`src/rtl/div_seq_pkg.sv`:
```
// div_seq shared defines: FSM encodings, handshake levels, default width.
// Imported by div_seq and div_step.
package div_seq_pkg;

  localparam int DIV_WIDTH = 32;

  typedef enum logic [1:0] {
    DIV_FREE   = 2'b00,
    DIV_BYZERO = 2'b01,
    DIV_ON     = 2'b10,
    DIV_END    = 2'b11
  } div_state_e;

  localparam logic DivResultReady    = 1'b1;
  localparam logic DivResultNotReady = 1'b0;
  localparam logic DivStart          = 1'b1;
  localparam logic DivStop           = 1'b0;

endpackage

```
`src/rtl/div_seq_step.sv`:
```
// div_step: one combinational radix-2 restoring step.
// Working register is {partial remainder, dividend/quotient bits, 1'b0}.
module div_step
  import div_seq_pkg::*;
#(
  parameter int WIDTH = DIV_WIDTH
) (
  input  logic [2*WIDTH:0]  work_i,
  input  logic [WIDTH-1:0]  divisor_i,
  output logic [2*WIDTH:0]  work_o
);

  // Extra top bit: the shifted partial remainder can reach 2*divisor-1.
  logic [WIDTH+1:0] diff;
  logic             unused_top;

  assign diff = {1'b0, work_i[2*WIDTH:WIDTH]} - {2'b0, divisor_i};
  assign unused_top = diff[WIDTH];

  always_comb begin
    work_o = {work_i[2*WIDTH-1:0], 1'b0};
    if (!diff[WIDTH+1]) begin
      work_o = {diff[WIDTH-1:0], work_i[WIDTH-1:0], 1'b1};
    end
  end

endmodule

```
`src/rtl/div_seq.sv`:
```
// div_seq: multi-cycle restoring divide sequencer for the EX stage.
// Define DIV_SIGNED_EN to honour signed_i (abs/sign-fixup logic).
module div_seq
  import div_seq_pkg::*;
#(
  parameter int WIDTH = DIV_WIDTH
) (
  input  logic               clk,
  input  logic               rst,
  input  logic               signed_i,
  input  logic [WIDTH-1:0]   opdata1_i,
  input  logic [WIDTH-1:0]   opdata2_i,
  input  logic               start_i,
  input  logic               annul_i,
  output logic [2*WIDTH-1:0] result_o,
  output logic               ready_o,
  output logic               stallreq_o
);

  localparam int CW = $clog2(WIDTH);
  localparam logic [CW-1:0] CntLast = CW'(WIDTH - 1);

  div_state_e         state_q;
  logic [CW-1:0]      cnt_q;
  logic [2*WIDTH:0]   work_q;
  logic [2*WIDTH:0]   work_d;
  logic [WIDTH-1:0]   dvsr_q;
  logic [2*WIDTH-1:0] result_q;
  logic               ready_q;
  logic [WIDTH-1:0]   opa;
  logic [WIDTH-1:0]   opb;
  logic [WIDTH-1:0]   quo;
  logic [WIDTH-1:0]   rem;
  logic               accept;

  assign accept = (state_q == DIV_FREE) && (start_i == DivStart) && !annul_i;

  assign stallreq_o = accept
                    | (state_q == DIV_ON)
                    | (state_q == DIV_BYZERO);

  assign result_o = result_q;
  assign ready_o  = ready_q;

  div_step #(.WIDTH(WIDTH)) u_step (
    .work_i    (work_q),
    .divisor_i (dvsr_q),
    .work_o    (work_d)
  );

`ifdef DIV_SIGNED_EN
  logic sign_a_q;
  logic sign_b_q;
  logic signed_q;

  assign opa = (signed_i && opdata1_i[WIDTH-1]) ? -opdata1_i : opdata1_i;
  assign opb = (signed_i && opdata2_i[WIDTH-1]) ? -opdata2_i : opdata2_i;

  assign quo = (signed_q && (sign_a_q ^ sign_b_q)) ?
               -work_d[WIDTH-1:0] : work_d[WIDTH-1:0];
  assign rem = (signed_q && sign_a_q) ?
               -work_d[2*WIDTH:WIDTH+1] : work_d[2*WIDTH:WIDTH+1];

  always_ff @(posedge clk) begin
    if (rst) begin
      sign_a_q <= 1'b0;
      sign_b_q <= 1'b0;
      signed_q <= 1'b0;
    end else if (accept) begin
      sign_a_q <= opdata1_i[WIDTH-1];
      sign_b_q <= opdata2_i[WIDTH-1];
      signed_q <= signed_i;
    end
  end
`else
  logic unused_signed;

  assign unused_signed = signed_i;
  assign opa = opdata1_i;
  assign opb = opdata2_i;
  assign quo = work_d[WIDTH-1:0];
  assign rem = work_d[2*WIDTH:WIDTH+1];
`endif

  always_ff @(posedge clk) begin
    if (rst) begin
      state_q  <= DIV_FREE;
      cnt_q    <= '0;
      work_q   <= '0;
      dvsr_q   <= '0;
      result_q <= '0;
      ready_q  <= DivResultNotReady;
    end else begin
      unique case (state_q)
        DIV_FREE: begin
          if (accept) begin
            if (opdata2_i == '0) begin
              state_q <= DIV_BYZERO;
            end else begin
              state_q <= DIV_ON;
              work_q  <= {{WIDTH{1'b0}}, opa, 1'b0};
              dvsr_q  <= opb;
              cnt_q   <= '0;
            end
          end
        end
        DIV_BYZERO: begin
          if (annul_i) begin
            state_q <= DIV_FREE;
          end else begin
            work_q   <= '0;
            result_q <= '0;
            ready_q  <= DivResultReady;
            state_q  <= DIV_END;
          end
        end
        DIV_ON: begin
          if (annul_i) begin
            state_q <= DIV_FREE;
          end else begin
            work_q <= work_d;
            cnt_q  <= cnt_q + 1'b1;
            if (cnt_q == CntLast) begin
              result_q <= {rem, quo};
              ready_q  <= DivResultReady;
              state_q  <= DIV_END;
            end
          end
        end
        DIV_END: begin
          if (start_i == DivStop) begin
            state_q  <= DIV_FREE;
            result_q <= '0;
            ready_q  <= DivResultNotReady;
          end
        end
      endcase
    end
  end

endmodule

```
`config.mk`:
```
export PLATFORM = sky130hd
export DESIGN_NAME = div_seq
export DESIGN_NICKNAME = d
export VERILOG_FILES = /design/src/rtl/div_seq_pkg.sv /design/src/rtl/div_seq_step.sv /design/src/rtl/div_seq.sv
export SDC_FILE = /design/constraint.sdc
export NUM_CORES = 1
export LEC_CHECK = 0
export BUFFER_PORTS_ARGS = -buffer_cell sky130_fd_sc_hd__buf_2
export CAP_MARGIN = 20
export CORE_MARGIN = 1
export CORE_UTILIZATION = 53
export CTS_BUF_LIST = sky130_fd_sc_hd__clkbuf_4
export DETAILED_ROUTE_END_ITERATION = 8
export PLACE_DENSITY = 0.77
export RECOVER_POWER = 50
export SYNTH_ARGS = -nofsm -noshare
export SYNTH_HDL_FRONTEND = slang
export SYNTH_SLANG_ARGS = --single-unit
```
`constraint.sdc`:
```
create_clock -name clk -period 3.7 [get_ports clk]
set_input_delay 0.185 -clock clk [delete_from_list [all_inputs] [get_ports clk]]
set_output_delay 0.185 -clock clk [all_outputs]
set_load 0.01 [all_outputs]
```
==> flow_metrics.tcl <==
set metrics [dict create \
    number_of_enable_flip_flop_cells_after_synthesis 0 \
    ctsLongestPathBuffers 2 \
    pin_count_of_the_biggest_net_entering_global_routing 93 \
    route.vias.total 8438 \
    n_fill_cell 1381 \
    clock.fmax_mhz 308.2 \
    synth.yosys.seq_area_share_pct 39.72 \
    post-synth-top-area-fraction_pct 39.72 \
    violated_checks "max-capacitance violations, max-slew violations" \
    start_util_pct 55.21 \
    end_kind "flip-flop" \
    final_core_density_pct 67.10 \
    row_count 45 \
    finalMaxSlewViolations 35 \
    post-route-period-util_pct 87.69 \
    synth.lib_cells_used.distinct 58 \
    report.final.setup_viol 0 \
    ys_top_cells_by_area "dfxtp_1 40%, nand2_1 7.8%, a21oi_1 7.1%" \
    dp_hpwl_mm 14.78 \
    post-route-drc-count 0 \
    r2r_setup_slack_ns 0.46 \
    fin_tns_setup_ns 0 \
    cts_tree "done" \
    leakage_nw 3.962 \
    syn_inst 1093 \
    syn_avg_cell_area_um2 7.792 \
    yosys_warnings 0 \
    dr.pass1.iters 5 \
    grt_setup_unrepaired "no" \
    post_cts.repair.setup_buffers 0 \
    reg2reg_to "result_o[42]$_SDFFE_PP0P_" \
    io_pins 135 \
    routed_wirelength_mm 23.14 \
    timing.critical_path.required_ns 4.13 \
    run_status "complete, but fails checks" \
    netlist_area_um2 8517 \
    cts_buf_count 17 \
    worst_ir_drop_vdd_v 0.0004112 \
    gp_congestion 0.9009 \
    timing_worst_slew_pin_value_ns 1.627 \
    grt_antenna_before_repair 1 \
    cp-startpoint "dvsr_q[1]$_SDFFE_PP0P_" \
    worst_clock_skew_ns 0.02326 \
    cts_root_buffer "clkbuf_4" \
    coreArea_um2 15430 \
    design.die.area_um2 16580 \
    first_pass_grt_wire_length_mm 37.58 \
    synth_flop_cell "dfxtp_1" \
    arrival_time_worst_endpoint_ns 3.67 \
    drv_cap 1 \
    critPathLaunchType "flip-flop" \
    slew_headroom_pct -8.485 \
    hold_viol 0 \
    critical_path_peak_fanout 17 \
    async_reset_ff_share_pct 0 \
    cts_max_level 4 \
    clock_sinks 169 \
    worst_setup_path_endpoint "result_o[42]$_SDFFE_PP0P_" \
    cell_count_of_the_worst_reg_to_reg_path 12 \
    synth.ff_latch_count 169 \
    antenna_nets_post_route 0 \
    cts.clk_slew.worst_paths_ns 0.15 \
    remaining_global_route_overflow 0 \
    dieWidth_um 128.8 \
    drt-initial-drc-count 526 \
    drt-vias-per-instance 5.652 \
    clk_latency_ns 0.58 \
    synthToLayoutAreaGrowth_pct 21.54 \
    wire_per_inst_um 15.50 \
    r2r_start "dvsr_q[1]$_SDFFE_PP0P_" \
    post-synth-top-area-cell "dfxtp_1" \
    synth_nets 1202 \
    fin_crit_ns 3.245 \
    nets 1377 \
    setup.worst_path.class "reg -> reg" \
    vias_in_the_first_global_route 7982 \
    drive_gt1_share_pct 10.46 \
    power_density_relative_to_cell_area_nw_per_um2 646.9 \
    grtUsageTotal_pct 28.56 \
    port_buffers 133 \
    fp.dieH_um 128.8 \
    min-delay-path-class "in -> reg" \
]
==> placed cells by master, fill, tap and decap left out, drive strengths merged, types with 32 or more instances in the layout <==
| master | n |
|---|---|
| a311oi | 32 |
| ha | 39 |
| clkbuf | 87 |
| nand3 | 75 |
| dlygate4sd3 | 79 |
| dfxtp | 169 |
| nand2b | 37 |
| o21ai | 83 |
| buf | 83 |
| a21oi | 122 |
| nand2 | 178 |
| inv | 44 |
| nor2 | 74 |
==> synth_stat cells, types with 5 or more instances <==
cell type,n
nand2_1,178
dfxtp_1,169
a21oi_1,121
o21ai_0,79
nand3_1,75
nor2_1,74
clkbuf_1,62
inv_1,42
ha_1,39
nand2b_1,37
a311oi_1,32
xnor2_1,15
a21o_1,13
mux2i_1,12
o21a_1,12
nor3_1,10
xor2_1,10
a32oi_1,8
nor4_1,8
buf_2,7
nand4_1,7
buf_1,6
nor2b_1,6
a22o_1,5
a31oi_1,5
or3_1,5
==> power by group <==
group          internal [mW]  switching, mW  total [mW]
Sequential              2.06          0.160        2.22
Combinational           1.19           2.07        3.26
Clock                  0.548          0.674        1.22
Total                   3.79           2.91        6.70
==> timing repair <==
| item | 4_1_cts | 5_1_grt |
|---|---|---|
| hold buffers | 79 | 0 |
| hold endpoints to repair | 65 | 0 |
| resized for setup | 0 | 0 |
==> logic make-up after synthesis <==
| logic type | share of synthesized area (%) |
|---|---|
| and+or+nand+nor | 22.77 |
| AOI/OAI and AO/OA | 22.17 |
| DFF | 39.72 |
| buffers and inverters | 5.259 |
| adders and majority gates | 5.964 |
| xor gates and xnor gates | 2.571 |
| muxes | 1.543 |
==> routing by layer <==
layer  global-route usage (%)  routed length [um]  up-vias  share of wire [%]
li1                         -                   -     4182                  -
met1                    34.71               10130     3949                 44
met2                    48.52               11000      259                 48
met3                    6.861                1349       48                5.8
met4                    11.56                 665        0                2.9
met5                        0                   0        -                  0
==> state kept, by name (all words and copies together), names as in the netlist <==
| signal | count |
|---|---|
| work_q | 65 |
| result_o | 64 |
| dvsr_q | 32 |
| cnt_q | 5 |
| state_q | 2 |
| ready_o | 1 |
==> area by class of cell <==
type                            count  area (um2)  area share [%]
Clock buffer                       18       135.1           1.305
Sequential cell                   169        3383           32.68
Multi-Input combinational cell    807        4703           45.44
Inverter                           42       157.7           1.523
Antenna cell                        1       2.502         0.02417
Tap cell                          211       264.0           2.550
Clock inverter                     14       196.4           1.898
Timing Repair Buffer              231        1509           14.58
==> critical path: stages, from the launching register on <==
cell      delay (ns)
dfxtp_1         0.41
inv_1           0.06
ha_1            0.28
nor2b_1         0.14
o31ai_1         0.46
a211o_1         0.21
a21oi_1         0.12
o21bai_1        0.30
a21o_1          0.45
buf_4           0.30
nor2_1          0.08
a21oi_1         0.18
o21ai_0         0.10
==> metrics by stage <==
stage          worst slack, ns  instances  hold slack [ns]  cell area [um2]  power (mW)
2_1_floorplan           0.9603       1093           0.3210             8517       4.621
5_1_grt                 0.1355       1493          0.09613            10350       7.169
6_report                0.4555       1493          0.09872            10350       6.696
4_1_cts                 0.4526       1492          0.06211            10450       6.699
3_3_place_gp            0.6042       1381           0.4278             9323       5.355
3_5_place_dp            0.5531       1381           0.4360             9323       5.411
==> worst min path at each step <==
stage                                         start                         to  depth (start not counted)
after CTS                                   annul_i      cnt_q[1]$_SDFFE_PP0P_                          4
after global routing                        annul_i      cnt_q[4]$_SDFFE_PP0P_                          4
after detailed placement  result_o[52]$_SDFFE_PP0P_  result_o[52]$_SDFFE_PP0P_                          2
after floorplan                       opdata2_i[10]    dvsr_q[10]$_SDFFE_PP0P_                          2
after global placement    result_o[50]$_SDFFE_PP0P_  result_o[50]$_SDFFE_PP0P_                          2
final                                       start_i    state_q[0]$_SDFFE_PP0P_                          4
Power figures use the tool's default switching activity.
